## src/rtl/key_conditioner_pkg.sv

```systemverilog
// Shared types and default timing for the push-button conditioner.
// The defaults assume a 50 MHz clock.
package key_conditioner_pkg;

  typedef enum logic [2:0] {
    ST_IDLE      = 3'd0,
    ST_DEB_PRESS = 3'd1,
    ST_HELD      = 3'd2,
    ST_REPEAT    = 3'd3,
    ST_DEB_REL   = 3'd4
  } key_state_e;

  localparam int CLK_HZ              = 32'sd50_000_000;
  localparam int DEF_N_KEYS          = 32'sd4;
  localparam int DEF_DEBOUNCE_CYCLES = CLK_HZ / 32'sd50;  // 20 ms
  localparam int DEF_REPEAT_DELAY    = CLK_HZ / 32'sd2;   // 500 ms
  localparam int DEF_REPEAT_PERIOD   = CLK_HZ / 32'sd10;  // 100 ms
  localparam int DEF_REPEAT_EN       = 32'sd1;

  function automatic int max3(input int a, input int b, input int c);
    int m;
    m = a;
    if (b > m) begin
      m = b;
    end else begin
      m = m;
    end
    if (c > m) begin
      m = c;
    end else begin
      m = m;
    end
    return m;
  endfunction

  // Width able to hold every count value up to the largest timing constant.
  function automatic int cnt_width(input int a, input int b, input int c);
    int w;
    w = $clog2(max3(a, b, c) + 32'sd1);
    if (w < 32'sd1) begin
      w = 32'sd1;
    end else begin
      w = w;
    end
    return w;
  endfunction

endpackage

```

## src/rtl/key_channel.sv

```systemverilog
// One push-button channel: 2-flop synchronizer, debounce/repeat FSM and
// its shared counter. All outputs are registered.
module key_channel
  import key_conditioner_pkg::*;
#(
  parameter int DEBOUNCE_CYCLES = DEF_DEBOUNCE_CYCLES,
  parameter int REPEAT_DELAY    = DEF_REPEAT_DELAY,
  parameter int REPEAT_PERIOD   = DEF_REPEAT_PERIOD,
  parameter int REPEAT_EN       = DEF_REPEAT_EN
) (
  input  logic clk,
  input  logic rst_n,
  input  logic key_n,
  output logic key_level,
  output logic press_pulse,
  output logic release_pulse,
  output logic repeat_pulse
);

  localparam int CW = cnt_width(DEBOUNCE_CYCLES, REPEAT_DELAY, REPEAT_PERIOD);
  localparam logic [CW-1:0] DEB_LAST = CW'(DEBOUNCE_CYCLES - 32'sd1);
  localparam logic [CW-1:0] DLY_LAST = CW'(REPEAT_DELAY - 32'sd1);
  localparam logic [CW-1:0] PER_LAST = CW'(REPEAT_PERIOD - 32'sd1);
  localparam logic [CW-1:0] CNT_ONE  = CW'(32'd1);
  localparam logic [CW-1:0] CNT_ZERO = {CW{1'b0}};
  localparam logic [CW-1:0] CNT_SAT  = {CW{1'b1}};
  localparam bit            RPT_ON   = (REPEAT_EN != 32'sd0);

  logic       sync1_r;
  logic       ks_r;
  key_state_e state_r;
  logic [CW-1:0] cnt_r;

  // Synchronize the raw active-low key into the clock domain (idle = 1).
  always_ff @(posedge clk or negedge rst_n) begin
    if (!rst_n) begin
      sync1_r <= 1'b1;
      ks_r    <= 1'b1;
    end else begin
      sync1_r <= key_n;
      ks_r    <= sync1_r;
    end
  end

  // Channel FSM with registered level and pulse outputs; pulses are only
  // raised in distinct branches, so at most one fires per cycle.
  always_ff @(posedge clk or negedge rst_n) begin
    if (!rst_n) begin
      state_r       <= ST_IDLE;
      cnt_r         <= CNT_ZERO;
      key_level     <= 1'b0;
      press_pulse   <= 1'b0;
      release_pulse <= 1'b0;
      repeat_pulse  <= 1'b0;
    end else begin
      press_pulse   <= 1'b0;
      release_pulse <= 1'b0;
      repeat_pulse  <= 1'b0;
      case (state_r)
        ST_IDLE: begin
          cnt_r <= CNT_ZERO;
          if (!ks_r) begin
            state_r <= ST_DEB_PRESS;
          end else begin
            state_r <= ST_IDLE;
          end
        end
        ST_DEB_PRESS: begin
          if (ks_r) begin
            state_r <= ST_IDLE;
            cnt_r   <= CNT_ZERO;
          end else if (cnt_r == DEB_LAST) begin
            state_r     <= ST_HELD;
            cnt_r       <= CNT_ZERO;
            press_pulse <= 1'b1;
            key_level   <= 1'b1;
          end else begin
            cnt_r <= cnt_r + CNT_ONE;
          end
        end
        ST_HELD: begin
          if (ks_r) begin
            state_r <= ST_DEB_REL;
            cnt_r   <= CNT_ZERO;
          end else if (RPT_ON && (cnt_r == DLY_LAST)) begin
            state_r      <= ST_REPEAT;
            cnt_r        <= CNT_ZERO;
            repeat_pulse <= 1'b1;
          end else if (cnt_r != CNT_SAT) begin
            cnt_r <= cnt_r + CNT_ONE;
          end else begin
            cnt_r <= cnt_r;  // hold at saturation when repeat is disabled
          end
        end
        ST_REPEAT: begin
          if (ks_r) begin
            state_r <= ST_DEB_REL;
            cnt_r   <= CNT_ZERO;
          end else if (cnt_r == PER_LAST) begin
            cnt_r        <= CNT_ZERO;
            repeat_pulse <= 1'b1;
          end else begin
            cnt_r <= cnt_r + CNT_ONE;
          end
        end
        ST_DEB_REL: begin
          if (!ks_r) begin
            state_r <= ST_HELD;  // release bounce: restart the repeat delay
            cnt_r   <= CNT_ZERO;
          end else if (cnt_r == DEB_LAST) begin
            state_r       <= ST_IDLE;
            cnt_r         <= CNT_ZERO;
            release_pulse <= 1'b1;
            key_level     <= 1'b0;
          end else begin
            cnt_r <= cnt_r + CNT_ONE;
          end
        end
        default: begin
          state_r   <= ST_IDLE;
          cnt_r     <= CNT_ZERO;
          key_level <= 1'b0;
        end
      endcase
    end
  end

endmodule

```

## src/rtl/key_conditioner.sv

```systemverilog
// Debounced push-button conditioner: N_KEYS independent channels producing
// held level plus press, release and auto-repeat strobes.
module key_conditioner
  import key_conditioner_pkg::*;
#(
  parameter int N_KEYS          = DEF_N_KEYS,
  parameter int DEBOUNCE_CYCLES = DEF_DEBOUNCE_CYCLES,
  parameter int REPEAT_DELAY    = DEF_REPEAT_DELAY,
  parameter int REPEAT_PERIOD   = DEF_REPEAT_PERIOD,
  parameter int REPEAT_EN       = DEF_REPEAT_EN
) (
  input  logic              CLOCK_50,
  input  logic              RESET_N,
  input  logic [N_KEYS-1:0] KEY,
  output logic [N_KEYS-1:0] key_level,
  output logic [N_KEYS-1:0] press_pulse,
  output logic [N_KEYS-1:0] release_pulse,
  output logic [N_KEYS-1:0] repeat_pulse
);

  for (genvar i = 0; i < N_KEYS; i++) begin : g_chan
    key_channel #(
      .DEBOUNCE_CYCLES (DEBOUNCE_CYCLES),
      .REPEAT_DELAY    (REPEAT_DELAY),
      .REPEAT_PERIOD   (REPEAT_PERIOD),
      .REPEAT_EN       (REPEAT_EN)
    ) u_chan (
      .clk           (CLOCK_50),
      .rst_n         (RESET_N),
      .key_n         (KEY[i]),
      .key_level     (key_level[i]),
      .press_pulse   (press_pulse[i]),
      .release_pulse (release_pulse[i]),
      .repeat_pulse  (repeat_pulse[i])
    );
  end

endmodule

```

## config.mk

```make
export PLATFORM = sky130hd
export DESIGN_NAME = key_conditioner
export DESIGN_NICKNAME = d
export VERILOG_FILES = /design/src/rtl/key_conditioner_pkg.sv /design/src/rtl/key_channel.sv /design/src/rtl/key_conditioner.sv
export SDC_FILE = /design/constraint.sdc
export NUM_CORES = 1
export LEC_CHECK = 0
export ABC_AREA = 1
export ABC_CLOCK_PERIOD_IN_PS = 3350
export BUFFER_PORTS_ARGS = -buffer_cell sky130_fd_sc_hd__buf_2
export CAP_MARGIN = 25
export CORE_MARGIN = 2
export CORE_UTILIZATION = 45
export CTS_CLUSTER_DIAMETER = 120
export DETAILED_ROUTE_END_ITERATION = 16
export GPL_TIMING_DRIVEN = 0
export PLACE_DENSITY_LB_ADDON = 0.3
export SETUP_SLACK_MARGIN = 0.2
export SLEW_MARGIN = 40
export SYNTH_ARGS = -nofsm -noshare
export SYNTH_HDL_FRONTEND = slang
export SYNTH_HIERARCHICAL = 1
export SYNTH_SLANG_ARGS = --single-unit
```

## constraint.sdc

```tcl
create_clock -name CLOCK_50 -period 3.35 [get_ports CLOCK_50]
set_input_delay 0 -clock CLOCK_50 [delete_from_list [all_inputs] [get_ports CLOCK_50]]
set_output_delay 0 -clock CLOCK_50 [all_outputs]
set_load 0.02 [all_outputs]
```

==> impl.org <==
** Run status
- Result of the run :: completed

** Power and ir drop
- In this run the power spent charging and discharging nets is between 1.5 and 2 mW.
- Sequential group share of total power :: between 30 and 40%
- Int Power :: about 3.4 mW
- The worst-case IR drop observed on VDD is just over 0.3 mV.
- Comb pwr share :: between 20% and 30%
- Of the total power, the share spent switching nets is a little under a third.
- Power per Cell Area :: about 450 mW/mm2
- Clk network pwr share :: approximately two fifths
- Static leakage power :: 4.942 nW

** Logic synthesis
- Synthesized area divided by synthesized cell count :: between 7 and 8 um2
- Counting flops with a built-in enable in the synthesized netlist gives 0.
- Synthesis-stage register bit count :: between 100 and 150
- Yosys attributes the largest share of cell area to dfrtp_1, nand2_1, nor2_1.
- Commonest cells in the netlist :: nand2_1, nor2_1, inv_1
- Sequential cell area fraction in the yosys report :: between 30% and 40%
- For this run, asynchronously set or reset flops after synthesis account for 100.0%.
- Nets in the synthesized netlist :: around 1.4k
- Library cell with the highest instance count after synthesis :: nand2_1
- After synthesis the cells add up to roughly 0.0098 mm2.
- The biggest area contributor in the post-synthesis netlist is dfrtp_1.
- The most used flip-flop cell after synthesis is dfrtp_1.
- Area fraction of the dominant cell type after synthesis :: between 30% and 40%
- Count of unique library cells instantiated by Yosys :: 44
- Yosys printed 6 warnings.
- Post-synthesis instance total :: between 1k and 1.5k

** STA
- In this run the tightest slew margin relative to its limit is 69.39%.
- Final Hold Slack :: between 0.015 and 0.02 ns
- Slew at the pin with the worst max-slew slack :: 0.4574 ns
- RSZ-0062 raised after global routing :: false
- Setup slack closes at 1.270 ns.
- After routing, the total negative slack on setup checks comes to 0 ns.
- Final hold violations :: 0
- Setup Viol. Count Final :: 0
- Across the routed clock network, the largest skew measured is ~0.011 ns.
- The number of slew-limit violations in the final report is 0.
- Fmax :: 480.7 MHz
- Fin crit period :: between 2 and 2.5 ns
- Dividing the final minimum period by the clock period gives 62.10%.

** Global route
- Vias in the first global route :: 8256
- The number of antenna violations at the first check in global routing is 0.
- The total overflow left after global routing is 0.
- The first global-routing pass estimated just under 40000 um of wire.
- Pin count of the biggest net entering global routing :: between 60 and 70
- Across every metal layer, demand over resource in global routing totals a little over a fifth.

** Critical path
- STA classifies the critical path startpoint as a register.
- The worst register-to-register path has a depth of 9.
- Classification of the worst setup path :: reg -> reg
- Setup slack on the worst reg-to-reg path comes out at approximately 1.3 ns.
- STA puts the critical path data arrival time at ~2.4 ns.
- The endpoint identified for the worst register-to-register timing path is g_chan[3].u_chan/cnt_r[13].
- Data on the critical path is required at its endpoint by ~3.7 ns.
- Along the worst path, the maximum fanout reaches 7.
- Timing startpoint of the critical path :: g_chan[3].u_chan/cnt_r[1]
- The worst register-to-register path begins at g_chan[3].u_chan/cnt_r[1].
- Critical path endpoint category :: register

** Run
- The tool flagged a number of max-cap violations equal to 0.

** Cells and area
- Cells with a size suffix above 1 make up 17.31% of the layout.
- Register cell area after layout :: 0.003413 mm2
- Layout overhead on the synthesized area :: 12.22%
- The final layout contains approximately 1.4k nets.
- Summing all multi-input logic gate instances after layout gives 0.005395 mm2.
- Antenna diode count :: 0
- Counting the fill cells in the layout gives 2108.

** Floorplanning
- Once the floorplan was initialized, standard cells occupied a little under half of the core.
- In this run the vertical extent of the chip is approximately 150 um.
- Die footprint :: ~0.023 mm2
- In this run the standard cell core region covers between 0.02 and 0.025 mm2.
- Number of top-level design ports :: 22
- The floorplan has 54 rows.
- Die span in x :: about 150 um

** CTS
- The clock reaches the later pin of the worst-skew pair after 0.43 ns.
- CTS Hold Buffers Added :: 5
- Resize count post-CTS :: 0
- Number of buffers on the longest clock path :: 2
- CTS clk-pin slew, worst paths :: ~0.060 ns
- CTS Buf Count :: 17
- The tree built by TritonCTS fans out to about 140 sinks.
- The H-tree generated during clock tree synthesis spans 4 levels.
- Once the clock tree was built, the setup fixing pass inserted 0 buffers.
- The cell sitting at the root of the clock tree is a clkbuf_16.
- TritonCTS built the clock tree.

** Routing
- Per-cell via count in the routed design :: 5.195
- Across all layers, the routed design uses approximately 8.7k vias.
- For this block, the initial DRC count from the detailed router was ~620.
- Once detail routing completed, the nets flagged for antenna violations numbered 0.
- Drt drc :: 0
- The first detailed-routing pass took 6 iterations.
- Final routed wire length divided by cell count :: roughly 14 um
- Final wirelength :: ~23000 um

** Placed design
- At the end of routability-driven placement, the weighted congestion stood at around 0.95.
- Detailed placement ended at an HPWL of between 15000 and 20000 um.
- Count of input and output buffers :: 21
- Timing analysis after detailed placement gives a worst setup slack of around 1.3 ns.

** Worst hold path
- The tightest min-delay check is of the in -> async type.
==> sequential cells by signal (all words and copies together) (netlist names) <==
| register | cells |
|---|---|
| g_chan.u_chan/sync1_r | 4 |
| g_chan.u_chan/press_pulse | 4 |
| g_chan.u_chan/state_r | 12 |
| g_chan.u_chan/key_level | 4 |
| g_chan.u_chan/repeat_pulse | 4 |
| g_chan.u_chan/release_pulse | 4 |
| g_chan.u_chan/cnt_r | 100 |
| g_chan.u_chan/ks_r | 4 |
==> cell type report <==
| class | instances | area share, % |
|---|---|---|
| well taps | 280 | 3.179 |
| multi-input cells | 994 | 48.96 |
| flip-flops and latches | 136 | 30.98 |
| clock inverters | 11 | 1.533 |
| repair buffers | 28 | 1.998 |
| plain buffers | 30 | 2.816 |
| inverters | 184 | 6.359 |
| clock buffers | 21 | 4.179 |
==> worst max path at each step <==
stage / endpoint / slack (ns) / depth (start not counted)
final: g_chan[3].u_chan/cnt_r[13] / 1.27 / 9
after global routing: g_chan[3].u_chan/cnt_r[13] / 1.11 / 9
after CTS: g_chan[3].u_chan/cnt_r[18] / 1.30 / 11
after detailed placement: g_chan[3].u_chan/cnt_r[14] / 1.31 / 11
after global placement: g_chan[3].u_chan/state_r[1] / 0.30 / 1
after floorplan: g_chan[3].u_chan/cnt_r[14] / 1.61 / 11
==> metal layers <==
metal | wire length [um] | track usage, % | up-vias
met5 | 0 | 0 | -
met4 | 649 | 9.167 | 0
met3 | 1241 | 3.353 | 50
met2 | 10520 | 33.76 | 261
met1 | 10820 | 29.61 | 4013
li1 | - | - | 4425
==> cells in the final DEF, fill, tap and decap left out, drive strengths merged <==
master / synthesis / routed
o211ai: 2 / 2
nand3b: 1 / 1
bufinv: 0 / 4
nor3b: 1 / 1
nor3: 55 / 55
dlygate4sd3: 0 / 5
nor4: 3 / 3
nand4: 62 / 62
a31oi: 4 / 4
o22ai: 1 / 1
clkinvlp: 0 / 1
nand3: 139 / 139
o21ai: 99 / 99
xnor2: 20 / 20
o2111ai: 1 / 1
a21oi: 4 / 4
o21bai: 2 / 2
buf: 22 / 45
clkinv: 2 / 6
nand2: 311 / 311
clkbuf: 8 / 29
xor2: 48 / 48
ha: 4 / 4
dfstp: 8 / 8
inv: 182 / 184
dfrtp: 128 / 128
or2: 1 / 1
nor2: 236 / 236
==> per-stage QoR <==
step | instance area [um2] | total power [mW] | util (%) | instances
6_report | 11020 | 4.982 | 50.97 | 1684
5_1_grt | 11020 | 5.255 | 50.97 | 1684
4_1_cts | 11020 | 5.041 | 50.97 | 1684
3_5_place_dp | 10340 | 2.989 | 47.82 | 1647
3_3_place_gp | 10270 | 2.965 | 47.52 | 1645
2_1_floorplan | 9819 | 2.693 | - | 1344
==> worst max-delay path, cell delays in order, from the launching register on <==
cell and delay, ns:
dfrtp_1 0.39, ha_1 0.29, nand2_2 0.14, nor2_8 0.17, nand2_1 0.14, nor2_1 0.24
nand3_1 0.18, nor2_1 0.12, nand2_1 0.19, nand4_1 0.15
==> cell families after synthesis <==
kind of cell / Yosys count / share of synthesized area (%)
buf+inv: 214 / 10.30
flops: 136 / 34.76
compound gates: 113 / 8.027
simple gates: 809 / 40.34
xor+xnor: 68 / 6.065
fa+ha+maj: 4 / 0.5097
==> power groups by stage <==
stage / logic [mW] / registers [mW] / clock network, mW
after floorplan: 0.834 / 1.86 / 0
after global placement: 1.10 / 1.86 / 0
after detailed placement: 1.13 / 1.86 / 0
after CTS: 1.13 / 1.84 / 2.07
after global routing: 1.25 / 1.85 / 2.15
final: 1.12 / 1.83 / 2.03
(Power assumes the default switching activity.)
